**src/rtl/bcd_pkg.sv**
```systemverilog
// rtl/bcd_pkg.sv - shared BCD digit type, constants and load clamp helper
package bcd_pkg;

  localparam int BCD_W = 4;
  localparam logic [BCD_W-1:0] BCD_MAX  = 4'd9;
  localparam logic [BCD_W-1:0] BCD_ZERO = 4'd0;

  typedef logic [BCD_W-1:0] bcd_digit_t;

  // Non-decimal codes 10..15 collapse to 9 so the register never holds an illegal digit.
  function automatic bcd_digit_t bcd_clamp(input bcd_digit_t d);
    return (d > BCD_MAX) ? BCD_MAX : d;
  endfunction

endpackage

```
**src/rtl/bcd_down_digit.sv**
```systemverilog
// rtl/bcd_down_digit.sv - one BCD decade digit with load, wrap-around decrement and registered complement
module bcd_down_digit
  import bcd_pkg::*;
(
  input  logic       clock,
  input  logic       reset,
  input  logic       load,
  input  logic [3:0] load_digit,
  input  logic       dec_in,
  output logic [3:0] digit,
  output logic [3:0] digit_b,
  output logic       digit_is_zero
);

  bcd_digit_t next_digit;

  always_comb begin
    next_digit = digit;
    if (load) begin
      next_digit = bcd_clamp(load_digit);
    end else if (dec_in) begin
      next_digit = (digit == BCD_ZERO) ? BCD_MAX : digit - 4'd1;
    end
  end

  // Complement is registered from the same next value so it never lags the count.
  always_ff @(posedge clock) begin
    if (!reset) begin
      digit   <= BCD_ZERO;
      digit_b <= 4'hF;
    end else begin
      digit   <= next_digit;
      digit_b <= ~next_digit;
    end
  end

  assign digit_is_zero = (digit == BCD_ZERO);

endmodule

```
**src/rtl/bcd_down_counter.sv**
```systemverilog
// rtl/bcd_down_counter.sv - synchronous multi-digit BCD down counter; BCD_DOWN_SATURATE_EN holds at zero instead of wrapping
module bcd_down_counter
  import bcd_pkg::*;
#(
  parameter int DIGITS = 2
) (
  input  logic                clock,
  input  logic                reset,
  input  logic                en,
  input  logic                load,
  input  logic [4*DIGITS-1:0] load_val,
  output logic [4*DIGITS-1:0] q,
  output logic [4*DIGITS-1:0] qb,
  output logic                zero,
  output logic                borrow_out
);

  logic [DIGITS-1:0] digit_zero;
  logic              en_eff;

`ifdef BCD_DOWN_SATURATE_EN
  assign en_eff = en & ~zero;
`else
  assign en_eff = en;
`endif

  // A digit steps only when every lower digit is at zero this cycle.
  for (genvar i = 0; i < DIGITS; i++) begin : g_digit
    logic dec_in;

    if (i == 0) begin : g_lsd
      assign dec_in = en_eff;
    end else begin : g_upper
      assign dec_in = en_eff & (&digit_zero[i-1:0]);
    end

    bcd_down_digit u_digit (
      .clock        (clock),
      .reset        (reset),
      .load         (load),
      .load_digit   (load_val[4*i +: BCD_W]),
      .dec_in       (dec_in),
      .digit        (q[4*i +: BCD_W]),
      .digit_b      (qb[4*i +: BCD_W]),
      .digit_is_zero(digit_zero[i])
    );
  end

  assign zero       = &digit_zero;
  assign borrow_out = en & zero & ~load;

endmodule

```
**config.mk**
```make
export PLATFORM = sky130hd
export DESIGN_NAME = bcd_down_counter
export DESIGN_NICKNAME = d
export VERILOG_FILES = /design/src/rtl/bcd_pkg.sv /design/src/rtl/bcd_down_digit.sv /design/src/rtl/bcd_down_counter.sv
export SDC_FILE = /design/constraint.sdc
export NUM_CORES = 1
export LEC_CHECK = 0
export CORE_UTILIZATION = 40
export CTS_CLUSTER_DIAMETER = 30
export DETAILED_ROUTE_END_ITERATION = 8
export GPL_ROUTABILITY_DRIVEN = 0
export HOLD_SLACK_MARGIN = 0.03
export PLACE_DENSITY = 0.75
export SYNTH_ARGS = -nofsm -noshare
export SYNTH_HDL_FRONTEND = slang
export SYNTH_HIERARCHICAL = 1
export SYNTH_SLANG_ARGS = --single-unit
```
**constraint.sdc**
```tcl
create_clock -name clock -period 2.2 [get_ports clock]
set_input_delay 0.33 -clock clock [delete_from_list [all_inputs] [get_ports clock]]
set_output_delay 0.33 -clock clock [all_outputs]
set_load 0.01 [all_outputs]
```
* Word-level counts from Yosys, hierarchy flattened
Index checks and enable logic that the tools add are counted. W data, S select, Z words.
Storage, ports and cells: register bits 16
Cells by class: add/sub/neg operators 2, $lt $le $gt $ge 2, muxes and demuxes 8, bitwise operators 6, reduce and logical (&&, ||, !) cells 3
Operators with widths (count):
- $mux W4 | 8
- $gt A4 B4 Y1 const B | 2
- $logic_not A4 Y1 | 2
- $not A4 Y4 | 2
- $sub A4 B1 Y4 const B | 2
- $and A1 B1 Y1 | 3
- $reduce_and A2 Y1 | 1
- $not A1 Y1 | 1

* Logic depth before layout (Yosys ltp)
Gate-level depths: netlist of the first run.
depth in word-level cells 5, depth in mapped cells 5

* By module
Netlist of the first run, hierarchy kept.
Modules (own cells, without submodules):
- bcd_down_digit | times used 2, cells each 35, area each 361.6 um^2, seq. area each 160.2 um^2
- bcd_down_counter | times used 1, cells each 3, area each 22.5 um^2, seq. area each 0.0 um^2

* Least setup slack after synthesis of the first run
Ideal clock, no wire load.
path type reg-to-reg, start point reg g_digit[0].u_digit.digit[0], end point reg g_digit[1].u_digit.digit_b[1], library setup time 126 ps, data arrival time 1504 ps, slack 570 ps, cell stages (with the launch flop) 6, path buffers 0, period minus slack after synthesis 1630 ps, cells stage by stage dfxtp_1 nor4_1 and2_1 or3b_1 nor3_2 o21ai_0
On the way: longest elaborated chain between the ends 5
RTL lines:
- start: declaration | RTL line bcd_down_digit.sv:10 | output logic [3:0] digit,
- start signal: assignment | RTL line bcd_down_digit.sv:32 | digit <= next_digit;
- $logic_not A4 Y1 | RTL line bcd_down_digit.sv:37 | assign digit_is_zero = (digit == BCD_ZERO);
- via digit_zero[0] | RTL line bcd_down_counter.sv:18 | logic [DIGITS-1:0] digit_zero;
- $and A1 B1 Y1 | RTL line bcd_down_counter.sv:34 | assign dec_in = en_eff & (&digit_zero[i-1:0]);
- via g_digit[1].dec_in | RTL line bcd_down_counter.sv:29 | logic dec_in;
- $mux W4 | RTL line bcd_down_digit.sv:21 | end else if (dec_in) begin
- $mux W4 | RTL line bcd_down_digit.sv:19 | if (load) begin
- $not A4 Y4 | RTL line bcd_down_digit.sv:33 | digit_b <= ~next_digit;
- end signal: assignment | RTL line bcd_down_digit.sv:33
- end: declaration | RTL line bcd_down_digit.sv:11 | output logic [3:0] digit_b,
The timed path passes the listed nets, and every way through them passes these cells. A chain may end at the register's enable or synchronous reset.

* Final worst setup path of the first run
start point reg g_digit[0].u_digit.digit[0], end point out borrow_out
On the way: longest elaborated chain between the ends 4
RTL lines:
- $logic_not A4 Y1 | RTL line bcd_down_digit.sv:37
- via digit_zero[0] | RTL line bcd_down_counter.sv:18
- $reduce_and A2 Y1 | RTL line bcd_down_counter.sv:49 | assign zero = &digit_zero;
- $and A1 B1 Y1 (2 in series) | RTL line bcd_down_counter.sv:50 | assign borrow_out = en & zero & ~load;
- end: declaration | RTL line bcd_down_counter.sv:15 | output logic borrow_out
The timed path passes the listed nets, and every way through them passes these cells.

==> results of run 1 <==
==> stage by stage <==
stage / cell area, um2 / power [uW] / std cells
after floorplan: 746 / 417 / 73
after global placement: 1070 / 502 / 127
after detailed placement: 1070 / 506 / 127
after CTS: 1100 / 654 / 130
after global routing: 1110 / 683 / 130
final: 1110 / 653 / 130
==> worst register-to-register path, cell delays in order, from the launching register on <==
cell     delay (ps)
dfxtp_1         400
nor4_2          340
and2_1          240
or3b_1          400
nor3_2          140
o21ai_0          90
==> Yosys cell counts <==
cell type  number  share of area [%]
and2_1          2                1.7
and2b_2         2                2.3
and3_1          2                1.7
and4b_1         1                1.3
buf_2           2                1.3
dfxtp_1        16                 43
inv_1           2                1.0
nand2b_1        6                5.0
nand3_1         6                4.0
nand3b_1        2                2.0
nand4b_1        2                2.3
nor2_1          2                1.0
nor2b_1         2                1.7
nor3_2          2                2.7
nor4_1          2                1.7
nor4b_4         2                6.4
o211a_1         2                2.7
o211ai_1        2                2.0
o21a_1          4                4.0
o21ai_0         4                2.7
o221ai_1        2                2.3
or3b_1          2                2.3
xor2_1          4                4.7
==> area by class of cell <==
cell class	instances	area share (%)
multi-input combinational	53	38.0
sequential	16	28.9
timing repair buffer	31	27.6
tap	25	2.82
clock buffer	3	2.03
inverter	2	0.678
==> worst paths after layout <==
| kind | start | depth (start not counted) | to | slack, ps |
|---|---|---|---|---|
| min | register | 2 | g_digit[1].u_digit/digit[2]$_SDFF_PN0_ | 600 |
| max | g_digit[0].u_digit/digit[0]$_SDFF_PN0_ | 3 | borrow_out | 80 |
| max reg2reg | g_digit[0].u_digit/digit[0]$_SDFF_PN0_ | 5 | g_digit[1].u_digit/digit_b[1]$_SDFF_PN1_ | 470 |
| min reg2reg | register | 2 | g_digit[1].u_digit/digit[2]$_SDFF_PN0_ | 600 |
==> logic make-up (layout without fill, tap and decap cells) <==
kind of cell	after synthesis	count (layout)	synth area share, %
AO/OA/AOI/OAI	14	14	13.8
buffers and inverters	4	36	2.35
AND/OR/NAND/NOR	35	35	36.2
XOR/XNOR	4	4	4.70
flip-flops	16	16	43.0
==> layer usage <==
layer	part of all wire, %	wire length [um]	vias up
met4	1.5	23	0
met1	48	754	310
li1	-	-	332
met3	4.5	71	5
met2	46	715	20
met5	0	0	-
==> repair_timing <==
action	CTS	global route
resized for setup	1	1
endpoints found under the setup margin	1	1
hold endpoints to repair	0	0
hold buffers	0	0
==> where the power goes <==
group	switching [uW]	internal, uW	leakage [uW]
logic	65.3	102	0.000292
registers	24.6	311	0.000132
clock network	85.5	63.6	0.0000138
==> out/results.ini, run 1 <==
[floorplanning]
die_area_um2=2040
fp-row-count=15
core-area_um2=1750
io_pins=30
die_y_um=45.2
die_x_um=45.2
floorplan.initialDensity_pct=42.7

[grt]
busiest_layer=met2
antenna_found_initial=0
gr-usage-met3_pct=6.00
grt_use_met2_pct=25.2
grt_max_degree=21
grt_pass1_vias=583
grt_usage_pct=16.4
grt.overflow.total=0
met1_usage_pct=22.0
grt_first_pass_wirelength_mm=2.46

[synth]
ys_warn_count=6
synth_cells=73
syn_nets=85
synth-seq-cells=16
yosysUniqueCellTypes=23
ys_seq_area_share_pct=43.0
synth_area_um2=746
avgSynthCellArea_um2=10.2

[clock_tree]
clk_pin_slew_ps=90
cts.sinks=16
clk_path_buf_depth=2
clk_latency_ps=290
htree_levels=1
cts_tree=yes
cts_buffers=3
cts_root_buf=clkbuf_4
postCtsSetupBuffers=0

[routing]
postRouteAntennaNets=0
drt-total-wl_mm=1.56
routedWlPerCell_um=12.0
routed_via_density=5.13
dr_total_vias=667
drt_iter0_markers=14
first_pass_iters=4
drc=0

[critical_path]
cp_max_fo=6
crit_slowest_cell=clkdlybuf4s50_1
start_kind=register
critical_path.max_stage_delay_ps=530
cp_num_buf_inv=1
end_kind=primary output
worstPathCellList=nor4_2 -> and4b_1 -> clkdlybuf4s50_1
worstSetupPathType=register to primary output
cp_top_family=simple AND/OR/NAND/NOR gates
worst_ep_arrival_time_ps=1790
cp.required_ps=1870

[pwr]
powerDensity_nw_per_um2=589
ir_worst_vdd_mv=0.357
p_leak_uw=0.000439

[timing]
fin_crit_sh_pct=96.3
hold_violations=0
whs_ps=603
max_freq_mhz=472
layout_setup_ws_ps=81.6
rsz0062_at_grt=no
slew_viol_final=0
setup_viol=0
tns_ps=0
worst-slew-pin-transition_ps=293
maxSlewHeadroom_pct=80.4
fin_skew_ps=6.51
fin_crit_ps=2120

[place]
io_buffers=29
dp_slack_ps=224
hpwl_mm=1.21

[status]
status=finished, final reports clean

[final_layout]
nFillCells=152
layout_common_cells=29 x clkdlybuf4s50_1, 16 x dfxtp_1, 6 x nand2b_1, 6 x nand3_1
syn_to_final_growth_pct=48.5
register_area_um2=320
final_util_pct=63.4
drive_above_1_share_pct=12.4
multiInputGateArea_um2=420
nNetsFinal=119
final_common_cell=clkdlybuf4s50_1
antenna_cells=0

[min_path]
hold_path_class=register to register

[job]
drv_cap=0

(Power assumes the default switching activity.)
==> run 2, diff against run 1 <==
--- a/config.mk
+++ b/config.mk
@@ -5,6 +5,7 @@
 export SDC_FILE = /design/constraint.sdc
 export NUM_CORES = 1
 export LEC_CHECK = 0
+export CORE_ASPECT_RATIO = 1.25
 export CORE_UTILIZATION = 40
 export CTS_CLUSTER_DIAMETER = 30
 export DETAILED_ROUTE_END_ITERATION = 8
==> run 2 against run 1 <==
  * Design area up 1.4%
  * Clock power up 31%
  * Register-to-register slack better by 40 ps
  * Clock-buffer cell count up 1
  * Maximum frequency up 2.6%
  * Combinational power about the same
  * Die area about the same
  * Final cell count down 3.8%
  * Sequential power about the same
  * Non-clock buffer count unchanged
  * Critical path depth unchanged
  * Largest power group unchanged
  * Critical endpoint unchanged
==> out/results.ini, run 2 (synthesis gave the netlist of run 1 again) <==
[status]
status=finished, final reports clean

[pwr]
switchingPower_uw=185  ; +5.2%
combPwrFrac_pct=24.1  ; -1.5 points
internal_power_uw=516  ; +8.2%
switching_share_pct=26.3  ; -0.55 points
powerDensity_nw_per_um2=625  ; +6.0%
ir_worst_vdd_mv=0.406  ; +14%
p_seq_share_pct=48.1  ; -3.4 points
clkPwrFrac_pct=27.8  ; +4.9 points
p_leak_uw=0.000448  ; +2.2%

[clock_tree]
postCtsSetupBuffers=0  ; unchanged
clk_path_buf_depth=2  ; unchanged
cts_buffers=3  ; unchanged
cts.sinks=16  ; unchanged
htree_levels=1  ; unchanged
clk_pin_slew_ps=100  ; about the same
postCtsHoldBufs=0  ; unchanged
clk_latency_ps=280  ; about the same
cts.repair.resized=0  ; -1
cts_root_buf=clkbuf_4
cts_tree=yes

[final_layout]
syn_to_final_growth_pct=50.5
layout_common_cells=29 x clkdlybuf4s50_1, 16 x dfxtp_1, 6 x nand2b_1, 6 x nand3_1
nNetsFinal=119  ; unchanged
antenna_cells=0  ; unchanged
drive_above_1_share_pct=13.2  ; +0.83 points
final_util_pct=63.6  ; +0.13 points
final_common_cell=clkdlybuf4s50_1
nFillCells=166  ; +9.2%
instances_no_fill=125  ; -3.8%

[critical_path]
worst_ep_arrival_time_ps=1730  ; -60 ps
worstPathCellList=nor4_4 -> and4b_1 -> clkdlybuf4s50_1
start_kind=register
cp.required_ps=1870  ; about the same
end_kind=primary output
critical_path.max_stage_delay_ps=530  ; about the same
worstSetupPathType=register to primary output
cp_num_buf_inv=1  ; unchanged
crit_slowest_cell=clkdlybuf4s50_1
cp_max_fo=6  ; unchanged
cp_top_family=buffers and inverters

[timing]
fin_skew_ps=2.72  ; -3.79 ps
slew_viol_final=0  ; unchanged
rsz0062_at_grt=no
hold_violations=0  ; unchanged
fin_crit_ps=2060  ; -54.1 ps
fin_crit_sh_pct=93.8  ; -2.5 points
tns_ps=0  ; unchanged
max_freq_mhz=484  ; +2.6%
maxSlewHeadroom_pct=78.0  ; -2.4 points
layout_setup_ws_ps=136  ; +54.1 ps
worst-slew-pin-transition_ps=330  ; +36.7 ps
setup_viol=0  ; unchanged
whs_ps=587  ; -16.5 ps

[place]
hpwl_mm=1.16  ; -3.7%
io_buffers=29  ; unchanged
dp_slack_ps=222  ; -2.08 ps
placedCellCount=121  ; -4.7%

[routing]
routedWlPerCell_um=12.2  ; +1.1%
postRouteAntennaNets=0  ; unchanged
first_pass_iters=3  ; -1
dr_total_vias=678  ; +1.6%
drt_iter0_markers=4  ; -10
drt-total-wl_mm=1.52  ; -2.8%
routed_via_density=5.42  ; +5.7%
drc=0  ; unchanged

[grt]
grt_max_degree=21  ; unchanged
grt_first_pass_wirelength_mm=2.46  ; +0.29%
grt_usage_pct=17.1  ; +0.71 points
grt_pass1_vias=596  ; +2.2%
antenna_found_initial=0  ; unchanged
grt.overflow.total=0  ; unchanged

[floorplanning]
die_x_um=40.6  ; -10%
io_pins=30  ; unchanged
core-area_um2=1770  ; +1.1%
fp-row-count=17  ; +2
die_area_um2=2040  ; about the same
floorplan.initialDensity_pct=42.2  ; -0.48 points
die_y_um=50.3  ; +11%

[min_path]
hold_path_class=register to register

[job]
drv_cap=0  ; unchanged

[run 2: changes by cell type in the layout (fill, tap and decap cells not counted), sizes merged]
| cell | delta |
|---|---|
| clkbuf | +1 |
[run 2: worst min-delay path, stage by stage (launching register included)]
cell,delay (ps)
dfxtp_1,380
nand3_1,110
nand3_1,60
[run 2: cell type report]
type / instances / area [um2] / share of cell area [%]
timing repair buffer: 31 / 305 / 27.2
sequential: 16 / 320 / 28.5
tap: 19 / 23.8 / 2.12
clock buffer: 4 / 36.3 / 3.23
multi-input combinational: 53 / 429 / 38.2
inverter: 2 / 7.51 / 0.669
[run 2: layer usage]
| layer | global-route usage (%) | share of wire (%) |
|---|---|---|
| met5 | 0 | 0 |
| met4 | 6.67 | 0.79 |
| met3 | 2.65 | 5.1 |
| met2 | 27.5 | 51 |
| met1 | 21.9 | 43 |
[run 2: final timing paths]
path | start | end | slack, ps | cells past startpoint
setup / recovery | g_digit[0].u_digit/digit[0]$_SDFF_PN0_ | borrow_out | 140 | 3
hold / removal | register | g_digit[1].u_digit/digit[2]$_SDFF_PN0_ | 590 | 2
setup reg to reg | g_digit[0].u_digit/digit[0]$_SDFF_PN0_ | g_digit[1].u_digit/digit_b[1]$_SDFF_PN1_ | 510 | 5
hold reg to reg | register | g_digit[1].u_digit/digit[2]$_SDFF_PN0_ | 590 | 2
[run 2: power by group through the flow]
stage / sequential, uW / clock (uW) / combinational (uW)
final: 337 / 195 / 169
after global routing: 341 / 210 / 183
after CTS: 334 / 197 / 166
after detailed placement: 340 / 0 / 166
after global placement: 340 / 0 / 164
after floorplan: 349 / 0 / 68.7
[run 2: per-stage QoR]
stage               instance area (um2)  total power (uW)
finish                             1120               701
CTS                                1100               697
global placement                   1060               504
floorplan                           746               417
detailed placement                 1060               506
global route                       1120               734
